### src/rtl/eth_udp_frame_builder.sv
// Builds one 526-byte Ethernet/IPv4/UDP frame in BRAM, then hands it to the transmitter.
// Optional UDP checksum generation: define ETH_UDP_CSUM_EN.
module eth_udp_frame_builder #(
    parameter logic [47:0] DST_MAC  = 48'hFFFFFFFFFFFF,
    parameter logic [47:0] SRC_MAC  = 48'h020000000002,
    parameter logic [31:0] SRC_IP   = 32'h0A000002,
    parameter logic [31:0] DST_IP   = 32'h0A000001,
    parameter logic [15:0] SRC_PORT = 16'h04D2,
    parameter logic [15:0] DST_PORT = 16'h04D2,
    parameter logic [7:0]  TTL      = 8'h40
) (
    input  logic       clk,
    input  logic       rst_n,
    input  logic [7:0] s_data,
    input  logic       s_valid,
    output logic       s_ready,
    output logic       bram_wr_en,
    output logic [9:0] bram_wr_addr,
    output logic [7:0] bram_wr_data,
    output logic       tx_start,
    input  logic       tx_busy,
    output logic       busy,
    output logic       frame_sent
);

    localparam logic [3:0] S_IDLE  = 4'd0;
    localparam logic [3:0] S_ICSUM = 4'd1;
    localparam logic [3:0] S_IFOLD = 4'd2;
    localparam logic [3:0] S_HDR   = 4'd3;
    localparam logic [3:0] S_PAY   = 4'd4;
`ifdef ETH_UDP_CSUM_EN
    localparam logic [3:0] S_UFOLD = 4'd5;
    localparam logic [3:0] S_UWR   = 4'd6;
`endif
    localparam logic [3:0] S_START = 4'd7;
    localparam logic [3:0] S_WAIT  = 4'd8;

    logic [3:0]  state_q, state_d;
    logic [9:0]  cnt_q, cnt_d;
    logic [15:0] ident_q, ident_d;
    logic [19:0] iacc_q, iacc_d;
    logic [15:0] icsum_q, icsum_d;
    logic        wr_en_q, wr_en_d;
    logic [9:0]  wr_addr_q, wr_addr_d;
    logic [7:0]  wr_data_q, wr_data_d;
    logic        tx_start_q, tx_start_d;
    logic        sent_q, sent_d;
    logic [335:0] hdr_w;

    function automatic logic [15:0] fold24(input logic [23:0] s);
        logic [23:0] t;
        t = {8'h00, s[15:0]} + {16'h0000, s[23:16]};
        t = {8'h00, t[15:0]} + {16'h0000, t[23:16]};
        return t[15:0];
    endfunction

    function automatic logic [15:0] ip_word(input logic [3:0] i,
                                            input logic [15:0] id);
        logic [15:0] w;
        case (i)
            4'd0:    w = 16'h4500;
            4'd1:    w = 16'h0200;
            4'd2:    w = id;
            4'd4:    w = {TTL, 8'h11};
            4'd6:    w = SRC_IP[31:16];
            4'd7:    w = SRC_IP[15:0];
            4'd8:    w = DST_IP[31:16];
            4'd9:    w = DST_IP[15:0];
            default: w = 16'h0000;
        endcase
        return w;
    endfunction

    // UDP checksum field is written as zero here; UWR overwrites it when enabled.
    assign hdr_w = {DST_MAC, SRC_MAC, 16'h0800, 8'h45, 8'h00, 16'h0200,
                    ident_q, 16'h0000, TTL, 8'h11, icsum_q, SRC_IP, DST_IP,
                    SRC_PORT, DST_PORT, 16'h01EC, 16'h0000};

`ifdef ETH_UDP_CSUM_EN
    localparam logic [23:0] UDP_INIT =
        {8'h00, SRC_IP[31:16]} + {8'h00, SRC_IP[15:0]} +
        {8'h00, DST_IP[31:16]} + {8'h00, DST_IP[15:0]} +
        24'h000011 + 24'h0001EC + 24'h0001EC +
        {8'h00, SRC_PORT} + {8'h00, DST_PORT};

    logic [23:0] uacc_q, uacc_d;
    logic [15:0] ucsum_q, ucsum_d;
    logic [15:0] ufold;

    assign ufold = ~fold24(uacc_q);
`endif

    always_comb begin
        state_d    = state_q;
        cnt_d      = cnt_q;
        ident_d    = ident_q;
        iacc_d     = iacc_q;
        icsum_d    = icsum_q;
        wr_en_d    = 1'b0;
        wr_addr_d  = wr_addr_q;
        wr_data_d  = wr_data_q;
        tx_start_d = 1'b0;
        sent_d     = 1'b0;
        s_ready    = 1'b0;
`ifdef ETH_UDP_CSUM_EN
        uacc_d     = uacc_q;
        ucsum_d    = ucsum_q;
`endif
        case (state_q)
            S_IDLE: begin
                if (s_valid) begin
                    state_d = S_ICSUM;
                    cnt_d   = 10'd0;
                    iacc_d  = 20'd0;
`ifdef ETH_UDP_CSUM_EN
                    uacc_d  = UDP_INIT;
`endif
                end
            end
            S_ICSUM: begin
                iacc_d = iacc_q + {4'h0, ip_word(cnt_q[3:0], ident_q)};
                cnt_d  = cnt_q + 10'd1;
                if (cnt_q == 10'd9) begin
                    state_d = S_IFOLD;
                    cnt_d   = 10'd0;
                end
            end
            S_IFOLD: begin
                icsum_d = ~fold24({4'h0, iacc_q});
                state_d = S_HDR;
            end
            S_HDR: begin
                wr_en_d   = 1'b1;
                wr_addr_d = cnt_q;
                wr_data_d = hdr_w[(335 - 8 * int'(cnt_q)) -: 8];
                cnt_d     = cnt_q + 10'd1;
                if (cnt_q == 10'd41) begin
                    state_d = S_PAY;
                    cnt_d   = 10'd0;
                end
            end
            S_PAY: begin
                s_ready = 1'b1;
                if (s_valid) begin
                    wr_en_d   = 1'b1;
                    wr_addr_d = 10'd42 + cnt_q;
                    wr_data_d = s_data;
                    cnt_d     = cnt_q + 10'd1;
`ifdef ETH_UDP_CSUM_EN
                    uacc_d = uacc_q + (cnt_q[0] ? {16'h0000, s_data}
                                                : {8'h00, s_data, 8'h00});
`endif
                    if (cnt_q == 10'd483) begin
                        cnt_d = 10'd0;
`ifdef ETH_UDP_CSUM_EN
                        state_d = S_UFOLD;
`else
                        state_d = S_START;
`endif
                    end
                end
            end
`ifdef ETH_UDP_CSUM_EN
            S_UFOLD: begin
                ucsum_d = (ufold == 16'h0000) ? 16'hFFFF : ufold;
                state_d = S_UWR;
            end
            S_UWR: begin
                wr_en_d   = 1'b1;
                wr_addr_d = 10'd40 + cnt_q;
                wr_data_d = cnt_q[0] ? ucsum_q[7:0] : ucsum_q[15:8];
                cnt_d     = cnt_q + 10'd1;
                // Raise start alongside the final checksum byte.
                if (cnt_q == 10'd1) begin
                    cnt_d      = 10'd0;
                    state_d    = S_START;
                    tx_start_d = ~tx_busy;
                end
            end
`endif
            S_START: begin
                tx_start_d = ~tx_busy;
                if (tx_busy) state_d = S_WAIT;
            end
            S_WAIT: begin
                if (!tx_busy) begin
                    sent_d  = 1'b1;
                    ident_d = ident_q + 16'd1;
                    state_d = S_IDLE;
                end
            end
            default: state_d = S_IDLE;
        endcase
    end

    always_ff @(posedge clk or negedge rst_n) begin
        if (!rst_n) begin
            state_q    <= S_IDLE;
            cnt_q      <= 10'd0;
            ident_q    <= 16'd0;
            iacc_q     <= 20'd0;
            icsum_q    <= 16'd0;
            wr_en_q    <= 1'b0;
            wr_addr_q  <= 10'd0;
            wr_data_q  <= 8'd0;
            tx_start_q <= 1'b0;
            sent_q     <= 1'b0;
        end else begin
            state_q    <= state_d;
            cnt_q      <= cnt_d;
            ident_q    <= ident_d;
            iacc_q     <= iacc_d;
            icsum_q    <= icsum_d;
            wr_en_q    <= wr_en_d;
            wr_addr_q  <= wr_addr_d;
            wr_data_q  <= wr_data_d;
            tx_start_q <= tx_start_d;
            sent_q     <= sent_d;
        end
    end

`ifdef ETH_UDP_CSUM_EN
    always_ff @(posedge clk or negedge rst_n) begin
        if (!rst_n) begin
            uacc_q  <= 24'd0;
            ucsum_q <= 16'd0;
        end else begin
            uacc_q  <= uacc_d;
            ucsum_q <= ucsum_d;
        end
    end
`endif

    assign bram_wr_en   = wr_en_q;
    assign bram_wr_addr = wr_addr_q;
    assign bram_wr_data = wr_data_q;
    assign tx_start     = tx_start_q;
    assign frame_sent   = sent_q;
    assign busy         = (state_q != S_IDLE);

endmodule

### config.mk
export PLATFORM = sky130hd
export DESIGN_NAME = eth_udp_frame_builder
export DESIGN_NICKNAME = d
export VERILOG_FILES = /design/src/rtl/eth_udp_frame_builder.sv
export SDC_FILE = /design/constraint.sdc
export NUM_CORES = 1
export LEC_CHECK = 0
export CAP_MARGIN = 30
export CORE_ASPECT_RATIO = 1.75
export CORE_MARGIN = 2
export CORE_UTILIZATION = 60
export DETAILED_ROUTE_END_ITERATION = 12
export GPL_TIMING_DRIVEN = 0
export PLACE_DENSITY = 0.8
export SLEW_MARGIN = 40
export SYNTH_ARGS = -nofsm -noshare
export SYNTH_HDL_FRONTEND = slang
export SYNTH_SLANG_ARGS = --single-unit
### constraint.sdc
create_clock -name clk -period 4.7 [get_ports clk]
set_clock_uncertainty 0.2 [all_clocks]
set_input_delay 1.175 -clock clk [delete_from_list [all_inputs] [get_ports clk]]
set_output_delay 1.175 -clock clk [all_outputs]
set_load 0.01 [all_outputs]
==> impl_metrics.tcl, run 1 <==
set metrics [dict create \
    antenna_found_initial 0 \
    synth_top_cell_by_area "dfrtp_1" \
    fmax_mhz 223 \
    final_cell_area_sq_um 7350 \
    startpoint_type "flop" \
    layout_setup_ws_ns 0.209 \
    placedInstanceArea_sq_um 7010 \
    fin_setup_tns_ns 0 \
    grt-ovfl-total 0 \
    power_uw 2880 \
    boundaryPins 35 \
    final_cell_mix "98 x nand2_1, 87 x dfrtp_1, 62 x o21ai_0, 57 x nor2_1, 43 x xnor2_1" \
    place_congestion 0.958 \
    dr.pass1.iters 5 \
    synthFlopType "dfrtp_1" \
    path_clk_slew_ns 0.07 \
    grt_use_total_pct 32.3 \
    min_to "bram_wr_addr[7]$_DFFE_PN0P_" \
    synth_nets 792 \
    wirelength_mm 18.0 \
    final_common_cell "nand2_1" \
    dp_hpwl_mm 13.8 \
    final_net_count 838 \
    power_density_nw_per_um2 392 \
    maxSlewHeadroom_pct 48.2 \
    hold_violations 0 \
    crit_required_ns 4.73 \
    num_vias 6038 \
    cp.arrival_ns 4.52 \
    first_iter_violations 437 \
    pre_cts_slack_ns 0.323 \
    ir_drop_uv 246 \
    die_h_um 141 \
    hp-class "flop to flop" \
    drc 0 \
    async_reset_ff_share_pct 100 \
    yosysWarnings 0 \
    ys_types 95 \
    p_leak_uw 0.00318 \
    cts_made_buffers 9 \
    post-route-min-period_ns 4.49 \
    grt_pass1_wl_mm 28.9 \
    min_from "bram_wr_addr[7]$_DFFE_PN0P_" \
    syn_inst 749 \
    cts_setup_buffers 0 \
    die_x_um 82.5 \
    rows 50 \
    yosysSeqAreaShare_pct 33.6 \
    reg2reg_setup_slack_ns 0.21 \
    timing.rr.end "iacc_q[18]$_DFFE_PN0P_" \
    setup_viol_count_final 0 \
    ys_ff_latch 87 \
    maxCapViolCount 0 \
    maxSlewViolCount 0 \
    layout-drive-gt1-share_pct 9.75 \
    drt-wirelength-per-cell_um 19.4 \
    die-area_sq_um 11700 \
    r2r-start "cnt_q[0]$_DFFE_PN0P_" \
    rr_worst_depth 13 \
    hold_depth 2 \
    critPathKind "flop to flop" \
    netlist_area_sq_um 6480 \
    clk_latency_ns 0.34 \
    fin_crit_sh_pct 95.6 \
    synth_area_per_cell_sq_um 8.65 \
    clock_path_buffers 2 \
    crit_fanout 11 \
    grt_max_degree 53 \
    grt_pass1_vias 5983 \
    worst_slew_pin_slew_ns 0.774 \
    cts-root-buf "clkbuf_16" \
    clock_sinks 87 \
    diodes 0 \
    areaGrowthSynthToFinish_pct 13.4 \
    postCtsHoldBufs 0 \
    synth.area.top_cells "dfrtp_1 34%, xnor2_1 5.8%, nand2_1 5.7%, ha_1 5.6%, o21ai_0 4.8%" \
    core_sq_um 10600 \
    vias_per_cell 6.49 \
    io_buffers 34 \
    ctsResizeCount 0 \
    h-tree-depth 3 \
    initial_core_util_pct 60.9 \
    synth-edff-count 0 \
    cts_tree "yes" \
    synth_top_area_share_pct 33.6 \
    endpoint_kind "flop" \
    rsz0062_at_grt "no" \
    postRouteAntennaNets 0 \
    status "completed" \
]
## routing by layer
layer	vias to the layer above	part of all wire, %	routed length, um	global-route usage (%)
li1	2807	-	-	-
met1	2901	35	6370	32.2
met2	231	52	9380	57.4
met3	99	4.0	716	5.60
met4	0	8.5	1530	23.5
met5	-	0	0	0
## metrics by stage
stage | utilization [%] | std cells | hold slack, ns
after global routing | 69.1 | 930 | 0.304
after global placement | 65.6 | 913 | 0.262
after detailed placement | 65.9 | 914 | 0.270
after CTS | 69.1 | 930 | 0.288
final | 69.1 | 930 | 0.285
after floorplan | - | 749 | 0.244
## synthesized netlist by cell type (6+ instances only)
cell type	count
a22o_1	6
o22ai_1	9
dfrtp_1	87
o21a_1	6
a221oi_1	8
nand2_1	98
o211ai_1	6
a21o_1	9
nand4_1	8
mux2i_1	8
a31oi_1	11
ha_1	29
nand3_1	29
xnor2_1	43
o21ai_0	62
clkbuf_1	24
nor3_1	11
a21oi_1	30
nor2_1	57
xor2_1	21
buf_2	12
inv_1	15
nand2b_1	9
and3_1	16
nor2b_1	7
o21ai_1	8
## area by class of cell
cell class / instances / area [sq um]
timing repair buffer: 35 / 369
sequential: 87 / 2180
clock buffer: 10 / 229
fill: 892 / 3290
tap: 130 / 163
clock inverter: 6 / 109
multi-input combinational: 603 / 4050
inverter: 16 / 60.1
buffer: 43 / 190
## critical path, cell delays in order (launching register included)
cell and delay (ns):
dfrtp_1 0.46, inv_1 0.20, clkbuf_1 0.51, ha_1 0.35, clkbuf_1 0.31, and3_1 0.26
ha_1 0.30, a2111oi_0 0.48, o21ai_1 0.18, a41oi_1 0.39, a21o_1 0.20, a31oi_1 0.15
nor4bb_1 0.18, a211o_1 0.22
## registers in the layout (all words and copies together), names as in the netlist
register and flops:
bram_wr_addr 10, bram_wr_data 8, bram_wr_en 1, cnt_q 10, frame_sent 1, iacc_q 20
icsum_q 16, ident_q 16, state_q 4, tx_start 1
## worst max path at each step
stage,startpoint,end,slack (ns),cells after the start
after floorplan,cnt_q[3]$_DFFE_PN0P_,iacc_q[18]$_DFFE_PN0P_,1.10,15
after global placement,rst_n,icsum_q[0]$_DFFE_PN0P_,-0.81,1
after detailed placement,cnt_q[0]$_DFFE_PN0P_,iacc_q[18]$_DFFE_PN0P_,0.32,13
after CTS,cnt_q[0]$_DFFE_PN0P_,iacc_q[18]$_DFFE_PN0P_,0.27,13
after global routing,cnt_q[0]$_DFFE_PN0P_,iacc_q[18]$_DFFE_PN0P_,0.02,13
final,cnt_q[0]$_DFFE_PN0P_,iacc_q[18]$_DFFE_PN0P_,0.21,13
## logic make-up (layout without fill, tap and decap cells)
logic type / Yosys count / in the layout / synth area share, %
AND/OR/NAND/NOR: 279 / 279 / 22.3
flip-flops: 87 / 87 / 33.6
multiplexers: 13 / 13 / 2.11
buffers and inverters: 59 / 110 / 3.86
adder cells (fa/ha/maj): 31 / 31 / 6.22
AO/OA/AOI/OAI: 214 / 214 / 22.7
XOR/XNOR: 66 / 66 / 9.16
## report_power, final
| group | internal (uW) | switching [uW] |
|---|---|---|
| Combinational | 470 | 761 |
| Sequential | 800 | 32.6 |
| Clock | 519 | 297 |
Note: power is estimated with default switching activity, not from simulation.
==> inputs of run 2 (changes only) <==
- GPL_ROUTABILITY_DRIVEN: not set -> 0
==> run 2 against run 1 <==
Effect of this change: sequential cell count did not move; final cell count did not move; clock power fell by 8.2%; critical endpoint unchanged; highest routed layer unchanged.
==> impl_metrics.tcl, run 2 (synthesis results as in run 1) <==
set metrics [dict create \
    cts-root-buf "clkbuf_16" \
    initial_core_util_pct 60.9 \
    hold_violations 0 \
    h-tree-depth 3 \
    crit_fanout 11 \
    final_common_cell "nand2_1" \
    maxSlewHeadroom_pct 45.2 \
    drc 0 \
    hp-class "flop to flop" \
    r2r-start "cnt_q[0]$_DFFE_PN0P_" \
    startpoint_type "flop" \
    post-route-min-period_ns 4.47 \
    cts_made_buffers 9 \
    largest-register "iacc_q" \
    layout_setup_ws_ns 0.233 \
    cts_setup_buffers 0 \
    crit_required_ns 4.75 \
    die-area_sq_um 11700 \
    fin_setup_tns_ns 0 \
    critPathKind "flop to flop" \
    maxSlewViolCount 0 \
    min_from "bram_wr_addr[9]$_DFFE_PN0P_" \
    final_cell_mix "98 x nand2_1, 87 x dfrtp_1, 62 x o21ai_0, 57 x nor2_1, 43 x xnor2_1" \
    die_h_um 141 \
    grt-ovfl-total 0 \
    core_sq_um 10600 \
    rows 50 \
    rsz0062_at_grt "no" \
    instances_no_fill 930 \
    io_buffers 34 \
    dp_hpwl_mm 13.9 \
    diodes 0 \
    grt_pass1_wl_mm 30.0 \
    endpoint_kind "flop" \
    vias_per_cell 6.55 \
    hold_ws_ns 0.289 \
    worst_slew_pin_slew_ns 0.820 \
    drt-wirelength-per-cell_um 19.5 \
    grt_max_degree 63 \
    largest_register_ffs 20 \
    final_util_pct 68.8 \
    timing.rr.end "iacc_q[18]$_DFFE_PN0P_" \
    rr_worst_depth 13 \
    setup_viol_count_final 0 \
    pre_cts_slack_ns 0.408 \
    grt_use_total_pct 33.4 \
    maxCapViolCount 0 \
    dp_cells 914 \
    power_density_nw_per_um2 386 \
    reg2reg_setup_slack_ns 0.23 \
    num_vias 6094 \
    internal_power_uw 1690 \
    ctsResizeCount 0 \
    antenna_found_initial 0 \
    grt_pass1_vias 6113 \
    layout-drive-gt1-share_pct 10.0 \
    first_iter_violations 503 \
    clock_sinks 87 \
    path_clk_slew_ns 0.07 \
    cts_tree "yes" \
    fin_crit_sh_pct 95.0 \
    final_net_count 838 \
    postCtsHoldBufs 0 \
    crit_start "cnt_q[0]$_DFFE_PN0P_" \
    status "completed" \
    fmax_mhz 224 \
    reg.largest.list "iacc_q (20), icsum_q (16), ident_q (16)" \
    clock_power_share_pct 26.5 \
    postRouteAntennaNets 0 \
    seqPwrFrac_pct 29.5 \
    endpoint "iacc_q[18]$_DFFE_PN0P_" \
    p_switching_uw 1130 \
    cp.arrival_ns 4.51 \
    fillers 877 \
    p_leak_uw 0.00316 \
    ir_drop_uv 333 \
    dr.pass1.iters 5 \
    die_x_um 82.5 \
    clk_latency_ns 0.36 \
    boundaryPins 35 \
    netSwitchingFraction_pct 40.1 \
    p_comb_share_pct 44.0 \
    wirelength_mm 18.2 \
    clock_path_buffers 2 \
    areaGrowthSynthToFinish_pct 12.9 \
]
## run 2: cell types whose count changed in the layout (fill, tap and decap cells not counted), sizes merged
cell / delta
inv: +3
clkinvlp: +2
bufinv: -2
clkinv: -2
buf: -1
## run 2: worst min-delay path by stage
stage / slack, ns / cells past startpoint / endpoint
floorplan: 0.24 / 2 / icsum_q[7]$_DFFE_PN0P_
global placement: 0.26 / 2 / icsum_q[7]$_DFFE_PN0P_
detailed placement: 0.28 / 2 / icsum_q[9]$_DFFE_PN0P_
CTS: 0.29 / 2 / icsum_q[14]$_DFFE_PN0P_
global route: 0.31 / 2 / icsum_q[14]$_DFFE_PN0P_
finish: 0.29 / 2 / bram_wr_addr[9]$_DFFE_PN0P_
## run 2: layout make-up
type	count	area (sq um)	share of cell area, %
Multi-Input combinational cell	603	4050	55.4
Sequential cell	87	2180	29.8
Timing Repair Buffer	35	369	5.05
Clock buffer	9	225	3.08
Buffer	43	191	2.62
Tap cell	130	163	2.22
Clock inverter	7	80.1	1.09
Inverter	16	60.1	0.821
## run 2: per-layer routing
| layer | vias up | wire (um) | track usage [%] |
|---|---|---|---|
| li1 | 2816 | - | - |
| met1 | 2904 | 6360 | 33.9 |
| met2 | 275 | 9500 | 58.2 |
| met3 | 99 | 819 | 7.12 |
| met4 | 0 | 1480 | 23.9 |
| met5 | - | 0 | 0 |
## run 2: critical path, stage by stage (launching register included)
cell	delay (ns)
dfrtp_1	0.47
inv_1	0.17
clkbuf_1	0.52
ha_1	0.38
clkbuf_1	0.32
and3_1	0.25
ha_1	0.30
a2111oi_0	0.43
o21ai_1	0.15
a41oi_1	0.38
a21o_1	0.20
a31oi_1	0.17
nor4bb_1	0.19
a211o_1	0.23
## run 2: power groups by stage
stage	clock (uW)	sequential (uW)	combinational, uW
5_1_grt	781	839	1360
3_5_place_dp	0	846	1190
4_1_cts	751	832	1210
6_report	749	832	1240
2_1_floorplan	0	856	851
3_3_place_gp	0	843	1160
## run 2: through the flow
stage	power [uW]	area, sq um
5_1_grt	2980	7320
2_1_floorplan	1710	6480
3_5_place_dp	2040	7010
6_report	2820	7320
3_3_place_gp	2000	6980
4_1_cts	2790	7310
